--- config.mk ---
export PLATFORM = sky130hd
export DESIGN_NAME = mod_mem
export DESIGN_NICKNAME = d
export VERILOG_FILES = /design/src/rtl/mod_mem_pkg.sv /design/src/rtl/mod_mem_mem_wb_reg.sv /design/src/rtl/mod_mem.sv
export SDC_FILE = /design/constraint.sdc
export NUM_CORES = 1
export LEC_CHECK = 0
export ABC_AREA = 1
export BUFFER_PORTS_ARGS = -buffer_cell sky130_fd_sc_hd__buf_2
export CAP_MARGIN = 25
export CORE_MARGIN = 2
export CORE_UTILIZATION = 42
export CTS_BUF_LIST = sky130_fd_sc_hd__clkbuf_8
export CTS_CLUSTER_SIZE = 25
export DETAILED_ROUTE_END_ITERATION = 16
export PLACE_DENSITY = 0.8
export SLEW_MARGIN = 30
export SYNTH_ARGS = -nofsm -noshare
export SYNTH_HDL_FRONTEND = slang
export SYNTH_SLANG_ARGS = --single-unit
--- constraint.sdc ---
create_clock -name clk -period 2.25 [get_ports clk]
set_input_delay 0.1125 -clock clk [delete_from_list [all_inputs] [get_ports clk]]
set_output_delay 0.1125 -clock clk [all_outputs]
set_load 0.05 [all_outputs]
--- src/rtl/mod_mem_pkg.sv ---
// mod_mem_pkg: definitions shared by the memory stage and its neighbours.
//   state_t            memory-handshake FSM encoding (IDLE / WAIT)
//   FWD_SRC_*          select codes for the value forwarded from MEM to EX
//   ADDR_ALIGN_MASK    clears bit 0 so every access is halfword aligned
package mod_mem_pkg;

    typedef enum logic {
        ST_IDLE = 1'b0,
        ST_WAIT = 1'b1
    } state_t;

    // Forwarding source select, shared with the forwarding unit.
    localparam logic FWD_SRC_ALU = 1'b0;
    localparam logic FWD_SRC_PC  = 1'b1;

    localparam logic [15:0] ADDR_ALIGN_MASK = 16'hFFFE;

endpackage

--- src/rtl/mod_mem_mem_wb_reg.sv ---
// mem_wb_reg: MEM/WB pipeline register.
//   clk, rst           clock, synchronous active-high reset
//   en                 load new values (pipeline advancing)
//   regwrite_in, dstreg_in, data_in   next-stage values
//   wb_regwrite, wb_dstreg, wb_data   registered outputs
// When en is low a bubble is inserted: regwrite is killed while the
// destination and data hold their previous values.
module mem_wb_reg (
    input  logic        clk,
    input  logic        rst,
    input  logic        en,
    input  logic        regwrite_in,
    input  logic [3:0]  dstreg_in,
    input  logic [15:0] data_in,
    output logic        wb_regwrite,
    output logic [3:0]  wb_dstreg,
    output logic [15:0] wb_data
);

    // MEM/WB register update with bubble insertion on stall.
    always_ff @(posedge clk) begin
        if (rst) begin
            wb_regwrite <= 1'b0;
            wb_dstreg   <= 4'h0;
            wb_data     <= 16'h0000;
        end else if (en) begin
            wb_regwrite <= regwrite_in;
            wb_dstreg   <= dstreg_in;
            wb_data     <= data_in;
        end else begin
            wb_regwrite <= 1'b0;
        end
    end

endmodule

--- src/rtl/mod_mem.sv ---
// mod_mem: pipeline memory stage.
//   Drives the data-memory handshake (mem_req/mem_we/mem_addr/mem_wdata,
//   mem_rdata/mem_ready), stalls upstream while an access is outstanding,
//   aborts an access after TIMEOUT_CYCLES with a sticky mem_err, supplies
//   forward_DstData_MEM to EX and registers the MEM/WB outputs.
//   clk, rst (synchronous, active-high); control inputs memenable, memwrite,
//   memtoreg, pcread, regwrite_in, dstreg_in; datapath inputs aluout,
//   pc_plus2, store_data, forward_store, forward_DstData_WB.
module mod_mem
    import mod_mem_pkg::*;
#(
    parameter int TIMEOUT_CYCLES = 16,
    parameter int CNT_W          = 5
) (
    input  logic        clk,
    input  logic        rst,
    input  logic        memenable,
    input  logic        memwrite,
    input  logic        memtoreg,
    input  logic        pcread,
    input  logic        regwrite_in,
    input  logic [3:0]  dstreg_in,
    input  logic [15:0] aluout,
    input  logic [15:0] pc_plus2,
    input  logic [15:0] store_data,
    input  logic        forward_store,
    input  logic [15:0] forward_DstData_WB,
    output logic        mem_req,
    output logic        mem_we,
    output logic [15:0] mem_addr,
    output logic [15:0] mem_wdata,
    input  logic [15:0] mem_rdata,
    input  logic        mem_ready,
    output logic        stall,
    output logic [15:0] forward_DstData_MEM,
    output logic        wb_regwrite,
    output logic [3:0]  wb_dstreg,
    output logic [15:0] wb_data,
    output logic        mem_err
);

    localparam logic [CNT_W-1:0] CNT_LAST = CNT_W'(TIMEOUT_CYCLES - 1);
    localparam logic [CNT_W-1:0] CNT_ONE  = CNT_W'(1);

    state_t             state_r;
    logic [CNT_W-1:0]   cnt_r;
    logic               mem_err_r;

    logic               req_s;
    logic               timeout_s;
    logic               stall_s;
    logic [15:0]        load_data_s;
    logic [15:0]        fwd_s;
    logic [15:0]        wb_next_s;

    // Handshake, stall, timeout and write-back data selection.
    always_comb begin
        req_s       = 1'b0;
        fwd_s       = aluout;
        if (rst) begin
            req_s = 1'b0;
        end else if (state_r == ST_WAIT) begin
            req_s = 1'b1;
        end else begin
            req_s = memenable;
        end
        // A ready in the last allowed cycle wins over the abort.
        timeout_s   = (state_r == ST_WAIT) && (cnt_r == CNT_LAST) && !mem_ready;
        stall_s     = req_s && !mem_ready && !timeout_s;
        // An aborted load completes with zero data.
        load_data_s = timeout_s ? 16'h0000 : mem_rdata;
        case (pcread)
            FWD_SRC_PC:  fwd_s = pc_plus2;
            FWD_SRC_ALU: fwd_s = aluout;
            default:     fwd_s = aluout;
        endcase
        wb_next_s   = memtoreg ? load_data_s : fwd_s;
    end

    // Handshake FSM, wait counter and sticky error flag.
    always_ff @(posedge clk) begin
        if (rst) begin
            state_r   <= ST_IDLE;
            cnt_r     <= '0;
            mem_err_r <= 1'b0;
        end else begin
            case (state_r)
                ST_IDLE: begin
                    cnt_r <= '0;
                    if (memenable && !mem_ready) begin
                        state_r <= ST_WAIT;
                    end else begin
                        state_r <= ST_IDLE;
                    end
                end
                ST_WAIT: begin
                    if (mem_ready) begin
                        state_r <= ST_IDLE;
                        cnt_r   <= '0;
                    end else if (timeout_s) begin
                        state_r   <= ST_IDLE;
                        cnt_r     <= '0;
                        mem_err_r <= 1'b1;
                    end else begin
                        cnt_r <= cnt_r + CNT_ONE;
                    end
                end
                default: begin
                    state_r <= ST_IDLE;
                    cnt_r   <= '0;
                end
            endcase
        end
    end

    mem_wb_reg u_mem_wb_reg (
        .clk         (clk),
        .rst         (rst),
        .en          (!stall_s),
        .regwrite_in (regwrite_in),
        .dstreg_in   (dstreg_in),
        .data_in     (wb_next_s),
        .wb_regwrite (wb_regwrite),
        .wb_dstreg   (wb_dstreg),
        .wb_data     (wb_data)
    );

    assign mem_req             = req_s;
    assign mem_we              = req_s & memwrite;
    assign mem_addr            = aluout & ADDR_ALIGN_MASK;
    assign mem_wdata           = forward_store ? forward_DstData_WB : store_data;
    assign stall               = stall_s;
    assign forward_DstData_MEM = fwd_s;
    assign mem_err             = mem_err_r;

endmodule

Word level (Yosys, flattened, before mapping):

Index checks and enable logic that the tools add are counted.

* bitwise gates (word level): 4
* reduce and logical (&&, ||, !) cells: 9
* equal/unequal tests: 1
* $add $sub $neg: 1
* multiplexer cells: 13

Operators with widths (count)
* $mux W16: 3
* $pmux W16 S2: 1
* $mux W5: 2
* $pmux W5 S2: 1
* $add A5 B1 Y5 const B: 1
* $eq A5 B4 Y1 const B: 1
* $logic_and A1 B1 Y1: 5
* $mux W1: 5
* $not A1 Y1: 3
* $reduce_and A3 Y1: 1
* $logic_not A1 Y1: 2
* $pmux W1 S2: 1
* $reduce_or A2 Y1: 1
* $and A1 B1 Y1: 1

* word-level logic and storage cells: 34
* flip-flop bits (word level): 28
* output and inout port bits: 73
* bits of input ports: 93

Logic depth before layout (Yosys ltp):

Gate-level depths: netlist of run 1.

* word-level depth: 6
* mapped depth: 10
* gate-level depth less buffers: 9

Cells and area by module:

From an unflattened synthesis of run 1, not the netlist that was laid out.

* cell total of the unflattened synthesis: 311
* area, all modules: 2075.7 sq um

By module, submodules not included
* mod_mem: times used 1, area each 1151.1 sq um, cells an instance 180, sequential area each 140.1 sq um
* mem_wb_reg: times used 1, area each 924.6 sq um, cells an instance 131, sequential area each 420.4 sq um

Worst setup path after synthesis of run 1:

Ideal clock, no wire load.

* path kind: reg2reg
* start point: register cnt_r[0]
* end point: register u_mem_wb_reg.wb_data[0]
* required time: 2.138 ns
* cell stages (with the launch flop): 11
* library setup time: 0.112 ns
* data arrival time: 1.446 ns
* path buffers: 1
* slack: 0.692 ns
* period minus slack after synthesis: 1.558 ns
* cells stage by stage: dfxtp_1 -> ha_1 -> nand2_1 -> nor2_1 -> ha_1 -> nand3_2 -> buf_2 -> nand2_1 -> nand2_1 -> nor2_1 -> nor2_1

* longest elaborated chain between the ends: 5
* elaborated cells between the ends (all ways): 7
* classes of those cells: eq/ne: 1; mux: 2; reduce/logical: 4

RTL lines
* from (decl): RTL line mod_mem.sv:46 `logic [CNT_W-1:0] cnt_r;`
* from (signal assigned): RTL line mod_mem.sv:105 `cnt_r <= cnt_r + CNT_ONE;`
* $eq A5 B4 Y1 (*): RTL line mod_mem.sv:68 `timeout_s = (state_r == ST_WAIT) && (cnt_r == CNT_LAST) && !mem_ready;`
* $logic_and A1 B1 Y1 (*) (2 in a row): RTL line mod_mem.sv:68
* $mux W16 / $logic_not A1 Y1 (equally long branches): RTL line mod_mem.sv:71, mod_mem.sv:69
* $mux W16 / $logic_and A1 B1 Y1 (equally long branches): RTL line mod_mem.sv:77, mod_mem.sv:69
* to (signal assigned): RTL line mod_mem_mem_wb_reg.sv:29 `wb_data <= data_in;`
* to (decl): RTL line mod_mem_mem_wb_reg.sv:17 `output logic [15:0] wb_data`

Mark *: on every way between the ends. The rest lies on a longest branch, timed or not.
A chain may end at the register's enable or synchronous reset.

Final worst setup path of run 1:

* start point: register cnt_r[0]
* end point: output port stall

* longest elaborated chain between the ends: 5

RTL lines
* $eq A5 B4 Y1: RTL line mod_mem.sv:68
* $logic_and A1 B1 Y1 (2 in a row): RTL line mod_mem.sv:68
* $logic_not A1 Y1: RTL line mod_mem.sv:69 `stall_s = req_s && !mem_ready && !timeout_s;`
* $logic_and A1 B1 Y1: RTL line mod_mem.sv:69
* to (decl): RTL line mod_mem.sv:34 `output logic stall,`

No other way between the ends.

==> impl_metrics.env, run 1 <==
export IMPL_dpl_hpwl_um=5520
export IMPL_max_cap_violations=0
export IMPL_clk_pin_slew_worst_paths_ns=0.10
export IMPL_rows=26
export IMPL_start_kind="flop"
export IMPL_cp_arrival_ns=1.87
export IMPL_grt_pass1_vias=2423
export IMPL_gp_congestion=0.818
export IMPL_numCtsBuffers=3
export IMPL_grt_setup_unrepaired="no"
export IMPL_cts_setup_buffers=0
export IMPL_yosys_warnings=0
export IMPL_syn_area_per_cell_um2=6.07
export IMPL_syn_nets=462
export IMPL_htree_levels=1
export IMPL_firstDrtPassIters=4
export IMPL_finalSetupViolCount=0
export IMPL_layout_nets=602
export IMPL_via_count=2537
export IMPL_fmax_mhz=504
export IMPL_cts_sinks=28
export IMPL_grt_max_degree=23
export IMPL_core_area_um2=5110
export IMPL_holdBufCountCts=0
export IMPL_vdd_ir_drop_max_mv=0.248
export IMPL_status="complete, no violations"
export IMPL_wirelength_um=6600
export IMPL_ys_seq_area_share_pct=25.2
export IMPL_fill_cells=513
export IMPL_grt_usage_pct=22.2
export IMPL_antenna_found_initial=0
export IMPL_cpMaxStageDelayCell="dfxtp_1"
export IMPL_cp_common_cell="nand2_1"
export IMPL_slew_violations=0
export IMPL_min_period_ns=1.98
export IMPL_worstSkewPairLatency_ns=0.27
export IMPL_start_util_pct=43.6
export IMPL_final_hold_viol_count=0
export IMPL_clock_skew_ns=0.00604
export IMPL_synth_cell_types=23
export IMPL_drc=0
export IMPL_power_mw=1.68
export IMPL_syn_area_um2=2230
export IMPL_wl_per_cell_um=11.5
export IMPL_p_per_area_nw_per_um2=560
export IMPL_final_layout_size_suffix_gt1_share_pct=38.9
export IMPL_globalRoute_totalOverflow=0
export IMPL_required_ns=2.14
export IMPL_period_share_pct=88.2
export IMPL_cp_end_kind="output pin"
export IMPL_tns_ns=0
export IMPL_io_pins=166
export IMPL_die_w_um=76.8
export IMPL_avgViaCountPerCell=4.40
export IMPL_clk_path_buf_depth=2
export IMPL_slew_headroom_pct=66.3
export IMPL_grt_pass1_wl_um=10800
export IMPL_worst_pin_slew_ns=0.506
export IMPL_crit_chain="ha_1 > nand2_1 > nor2_1 > ha_1 > nand2_1 > nand2_1 > nor2_2 > buf_2"
export IMPL_drt_iter0_drc=105
export IMPL_criticalPathCategory="flop to output pin"
export IMPL_critical_path_max_stage_delay_ns=0.35
export IMPL_syn_to_final_growth_pct=34.4
export IMPL_portBuffers=164
export IMPL_syn_inst=367
export IMPL_ant_nets=0
export IMPL_worstPathMaxFanout=4
export IMPL_hp_class="primary input to flop"
export IMPL_die_height_um=76.8
export IMPL_ys_ff_latch=28
export IMPL_p_leak_nw=1.89
export IMPL_antennaDiodeCount=0
export IMPL_cts_tree="built"
export IMPL_dieArea_um2=5900
export IMPL_ctsResizeCount=0
export IMPL_cts_root_buf="clkbuf_8"
export IMPL_r2r_slack_ns=0.36
==> registers in the layout (all words and copies together), names as in the netlist <==
signal and count:
state_r 1, u_mem_wb_reg.wb_data 16, u_mem_wb_reg.wb_dstreg 4, cnt_r 5, u_mem_wb_reg.wb_regwrite 1, mem_err 1
==> kinds of logic (layout without fill, tap and decap cells) <==
kind of cell | Yosys count | count (layout) | synth area share [%]
AND/OR/NAND/NOR | 210 | 210 | 40.6
buffers and inverters | 106 | 245 | 23.1
adder cells (fa/ha/maj) | 2 | 2 | 1.12
other | 1 | 1 | 0.168
flip-flops | 28 | 28 | 25.2
multiplexers | 16 | 16 | 8.09
AO/OA/AOI/OAI | 4 | 4 | 1.74
==> layout make-up <==
type	instances	area, um^2	area share [%]
multi-input cells	233	1150	38.5
repair buffers	167	843	28.2
flip-flops and latches	28	561	18.7
inverters	74	278	9.28
well taps	70	87.6	2.93
clock buffers	3	41.3	1.38
clock inverters	1	30.0	1.00
==> power breakdown <==
part / internal [mW] / total (mW) / switching, mW
sequential: 0.527 / 0.545 / 0.0173
clock: 0.238 / 0.396 / 0.157
combinational: 0.208 / 0.735 / 0.527
total: 0.974 / 1.68 / 0.702
==> synth_stat cells <==
cell,instances,area [um^2]
nand3_1,38,190
nand4_1,1,6.26
a21oi_4,1,16.3
buf_4,19,143
nand2_1,110,413
inv_1,72,270
nor2_2,2,12.5
buf_6,5,56.3
a21oi_1,1,5.00
nor2_4,1,11.3
and2_1,16,100
conb_1,1,3.75
buf_2,6,30.0
o21ai_2,1,8.76
mux2_2,16,180
nor2_1,40,150
nor3_2,1,10.0
inv_2,2,7.51
a21oi_2,1,8.76
ha_1,2,25.0
clkbuf_1,2,7.51
dfxtp_1,28,561
nand3_2,1,10.0
==> critical path, delay by kind of cell, from the launching register on <==
kind	cells	cell delay, ns
flops	1	0.35
buf+inv	1	0.30
simple gates	5	0.49
fa+ha+maj	2	0.46
==> metal layers <==
layer  track usage, %  share of wire (%)
met1             26.2                 41
met2             41.8                 51
met3             2.12                5.6
met4             7.27                2.0
met5                0                  0
==> path summary, 6_finish.rpt <==
path                                  start                        end  depth (start not counted)
setup / recovery                   cnt_r[0]                      stall                          8
hold / removal                 dstreg_in[0]  u_mem_wb_reg.wb_dstreg[0]                          3
setup reg to reg                   cnt_r[0]                   cnt_r[3]                          7
hold reg to reg   u_mem_wb_reg.wb_dstreg[3]  u_mem_wb_reg.wb_dstreg[3]                          2
==> per-stage QoR <==
| stage | hold WS, ns | instance area [um^2] | instances | util [%] | setup slack (ns) |
|---|---|---|---|---|---|
| after floorplan | 0.182 | 2230 | 367 | - | 0.692 |
| after global placement | 0.333 | 2920 | 572 | 57.2 | 0.436 |
| after detailed placement | 0.334 | 2920 | 572 | 57.2 | 0.363 |
| after CTS | 0.0516 | 2990 | 576 | 58.6 | 0.242 |
| after global routing | 0.0640 | 2990 | 576 | 58.6 | 0.135 |
| final | 0.0547 | 2990 | 576 | 58.6 | 0.265 |
==> layout by cell type (no fill, tap or decap) <==
master / synthesis / layout
a21oi_1: 1 / 1
mux2_2: 16 / 16
o21ai_2: 1 / 1
buf_4: 19 / 3
a21oi_4: 1 / 1
and2_1: 16 / 16
inv_2: 2 / 2
ha_1: 2 / 2
nor3_2: 1 / 1
bufinv_16: 0 / 1
buf_2: 6 / 164
inv_1: 72 / 72
clkbuf_8: 0 / 3
dfxtp_1: 28 / 28
nand2_1: 110 / 110
conb_1: 1 / 1
nand3_2: 1 / 1
nor2_4: 1 / 1
nor2_2: 2 / 2
a21oi_2: 1 / 1
nand4_1: 1 / 1
nor2_1: 40 / 40
nand3_1: 38 / 38
Note: power is estimated with default switching activity, not from simulation.
==> run 2, diff against run 1 <==
--- a/config.mk
+++ b/config.mk
@@ -9,11 +9,11 @@
 export BUFFER_PORTS_ARGS = -buffer_cell sky130_fd_sc_hd__buf_2
 export CAP_MARGIN = 25
 export CORE_MARGIN = 2
-export CORE_UTILIZATION = 42
+export CORE_UTILIZATION = 45
 export CTS_BUF_LIST = sky130_fd_sc_hd__clkbuf_8
 export CTS_CLUSTER_SIZE = 25
 export DETAILED_ROUTE_END_ITERATION = 16
-export PLACE_DENSITY = 0.8
+export PLACE_DENSITY = 0.85
 export SLEW_MARGIN = 30
 export SYNTH_ARGS = -nofsm -noshare
 export SYNTH_HDL_FRONTEND = slang
==> constraint.sdc (replaced) <==
create_clock -name clk -period 2.55 [get_ports clk]
set_input_delay 0.1275 -clock clk [delete_from_list [all_inputs] [get_ports clk]]
set_output_delay 0.1275 -clock clk [all_outputs]
set_load 0.005 [all_outputs]
==> impl_metrics.env, run 2 (synthesis gave the netlist of run 1 again) <==
export IMPL_final_cell_mix="buf_2 (164), nand2_1 (110), inv_1 (72)"
export IMPL_htree_levels=1
export IMPL_largest_reg_flops=16
export IMPL_worstSkewPairLatency_ns=0.27
export IMPL_die_height_um=74.3
export IMPL_grt_pass1_vias=2419
export IMPL_top_regs="u_mem_wb_reg.wb_data x16, cnt_r x5, u_mem_wb_reg.wb_dstreg x4"
export IMPL_die_w_um=74.3
export IMPL_grt_max_degree=23
export IMPL_cts_sinks=28
export IMPL_worstPathMaxFanout=18
export IMPL_final_layout_size_suffix_gt1_share_pct=38.7
export IMPL_cts_setup_buffers=0
export IMPL_hp_class="primary input to flop"
export IMPL_syn_to_final_growth_pct=32.8
export IMPL_fill_cells=473
export IMPL_internal_power_mw=0.782
export IMPL_vdd_ir_drop_max_mv=0.203
export IMPL_power_mw=1.11
export IMPL_cp_end_kind="flop"
export IMPL_portBuffers=164
export IMPL_clk_path_buf_depth=2
export IMPL_top_register="u_mem_wb_reg.wb_data"
export IMPL_dieArea_um2=5520
export IMPL_avgViaCountPerCell=4.46
export IMPL_tns_ns=0
export IMPL_cts_root_buf="clkbuf_8"
export IMPL_clock_skew_ns=0.00126
export IMPL_core_area_um2=4750
export IMPL_drt_iter0_drc=170
export IMPL_rows=25
export IMPL_globalRoute_totalOverflow=0
export IMPL_cts_tree="built"
export IMPL_start_util_pct=46.8
export IMPL_max_cap_violations=0
export IMPL_layout_nets=600
export IMPL_firstDrtPassIters=4
export IMPL_combPwrFrac_pct=32.7
export IMPL_p_switching_mw=0.329
export IMPL_antennaDiodeCount=0
export IMPL_clkPwrFrac_pct=24.1
export IMPL_wirelength_um=6650
export IMPL_p_per_area_nw_per_um2=376
export IMPL_layout_cells_non_filler=571
export IMPL_grt_setup_unrepaired="no"
export IMPL_wl_per_cell_um=11.6
export IMPL_min_period_ns=1.93
export IMPL_gp_congestion=0.874
export IMPL_fmax_mhz=519
export IMPL_seq_power_share_pct=43.3
export IMPL_dpl_cell_count=567
export IMPL_criticalPathCategory="flop to flop"
export IMPL_start_kind="flop"
export IMPL_grt_pass1_wl_um=10400
export IMPL_holdBufCountCts=0
export IMPL_via_count=2544
export IMPL_ctsResizeCount=0
export IMPL_whs_ns=0.0703
export IMPL_clk_pin_slew_worst_paths_ns=0.09
export IMPL_sw_frac_of_total_pct=29.6
export IMPL_antenna_found_initial=0
export IMPL_cp_arrival_ns=2.13
export IMPL_p_leak_nw=1.87
export IMPL_grt_usage_pct=23.9
export IMPL_ant_nets=0
export IMPL_final_hold_viol_count=0
export IMPL_io_pins=166
export IMPL_numCtsBuffers=3
export IMPL_finalSetupViolCount=0
export IMPL_dpl_hpwl_um=5610
export IMPL_drc=0
export IMPL_final_common_cell="buf_2"
export IMPL_status="complete, no violations"
export IMPL_slew_violations=0
export IMPL_required_ns=2.75
export IMPL_period_share_pct=75.6
[run 2: cell type report]
type	count	area, um^2	share of cell area (%)
Clock buffer	4	55.1	1.86
Inverter	74	278	9.39
Multi-Input combinational cell	233	1150	38.9
Sequential cell	28	561	19.0
Tap cell	67	83.8	2.84
Timing Repair Buffer	165	828	28.0
[run 2: through the flow]
step	utilization [%]	setup slack, ns	instance area, um^2
floorplan	-	0.993	2230
global placement	61.0	0.773	2900
detailed placement	61.0	0.656	2900
CTS	62.2	0.615	2960
global route	62.2	0.413	2960
finish	62.2	0.622	2960
[run 2: per-layer routing]
metal  track usage [%]  vias up  share of wire, %
met4              6.75        0               1.8
met3              3.12       11               7.0
met1              28.1     1091                41
met5                 0        -                 0
li1                  -     1335                 -
met2              45.3      107                50
[run 2: path summary, 6_finish.rpt]
kind	to	cells after the start	slack, ns	start
max	cnt_r[2]	7	0.62	cnt_r[0]
min	u_mem_wb_reg.wb_dstreg[0]	3	0.07	dstreg_in[0]
min reg2reg	u_mem_wb_reg.wb_dstreg[0]	2	0.47	u_mem_wb_reg.wb_dstreg[0]
max reg2reg	cnt_r[2]	7	0.62	cnt_r[0]
[run 2: power by group through the flow]
| stage | logic, mW | clock network (mW) | registers (mW) |
|---|---|---|---|
| floorplan | 0.211 | 0 | 0.491 |
| global placement | 0.358 | 0 | 0.490 |
| detailed placement | 0.364 | 0 | 0.491 |
| CTS | 0.366 | 0.270 | 0.481 |
| global route | 0.410 | 0.293 | 0.484 |
| finish | 0.363 | 0.267 | 0.481 |
[run 2: critical path: stages, from the launching register on]
cell	delay [ns]
dfxtp_1	0.35
ha_1	0.22
nand2_1	0.09
nor2_1	0.06
ha_1	0.24
a21oi_4	0.42
nand3_1	0.31
nor3_2	0.17
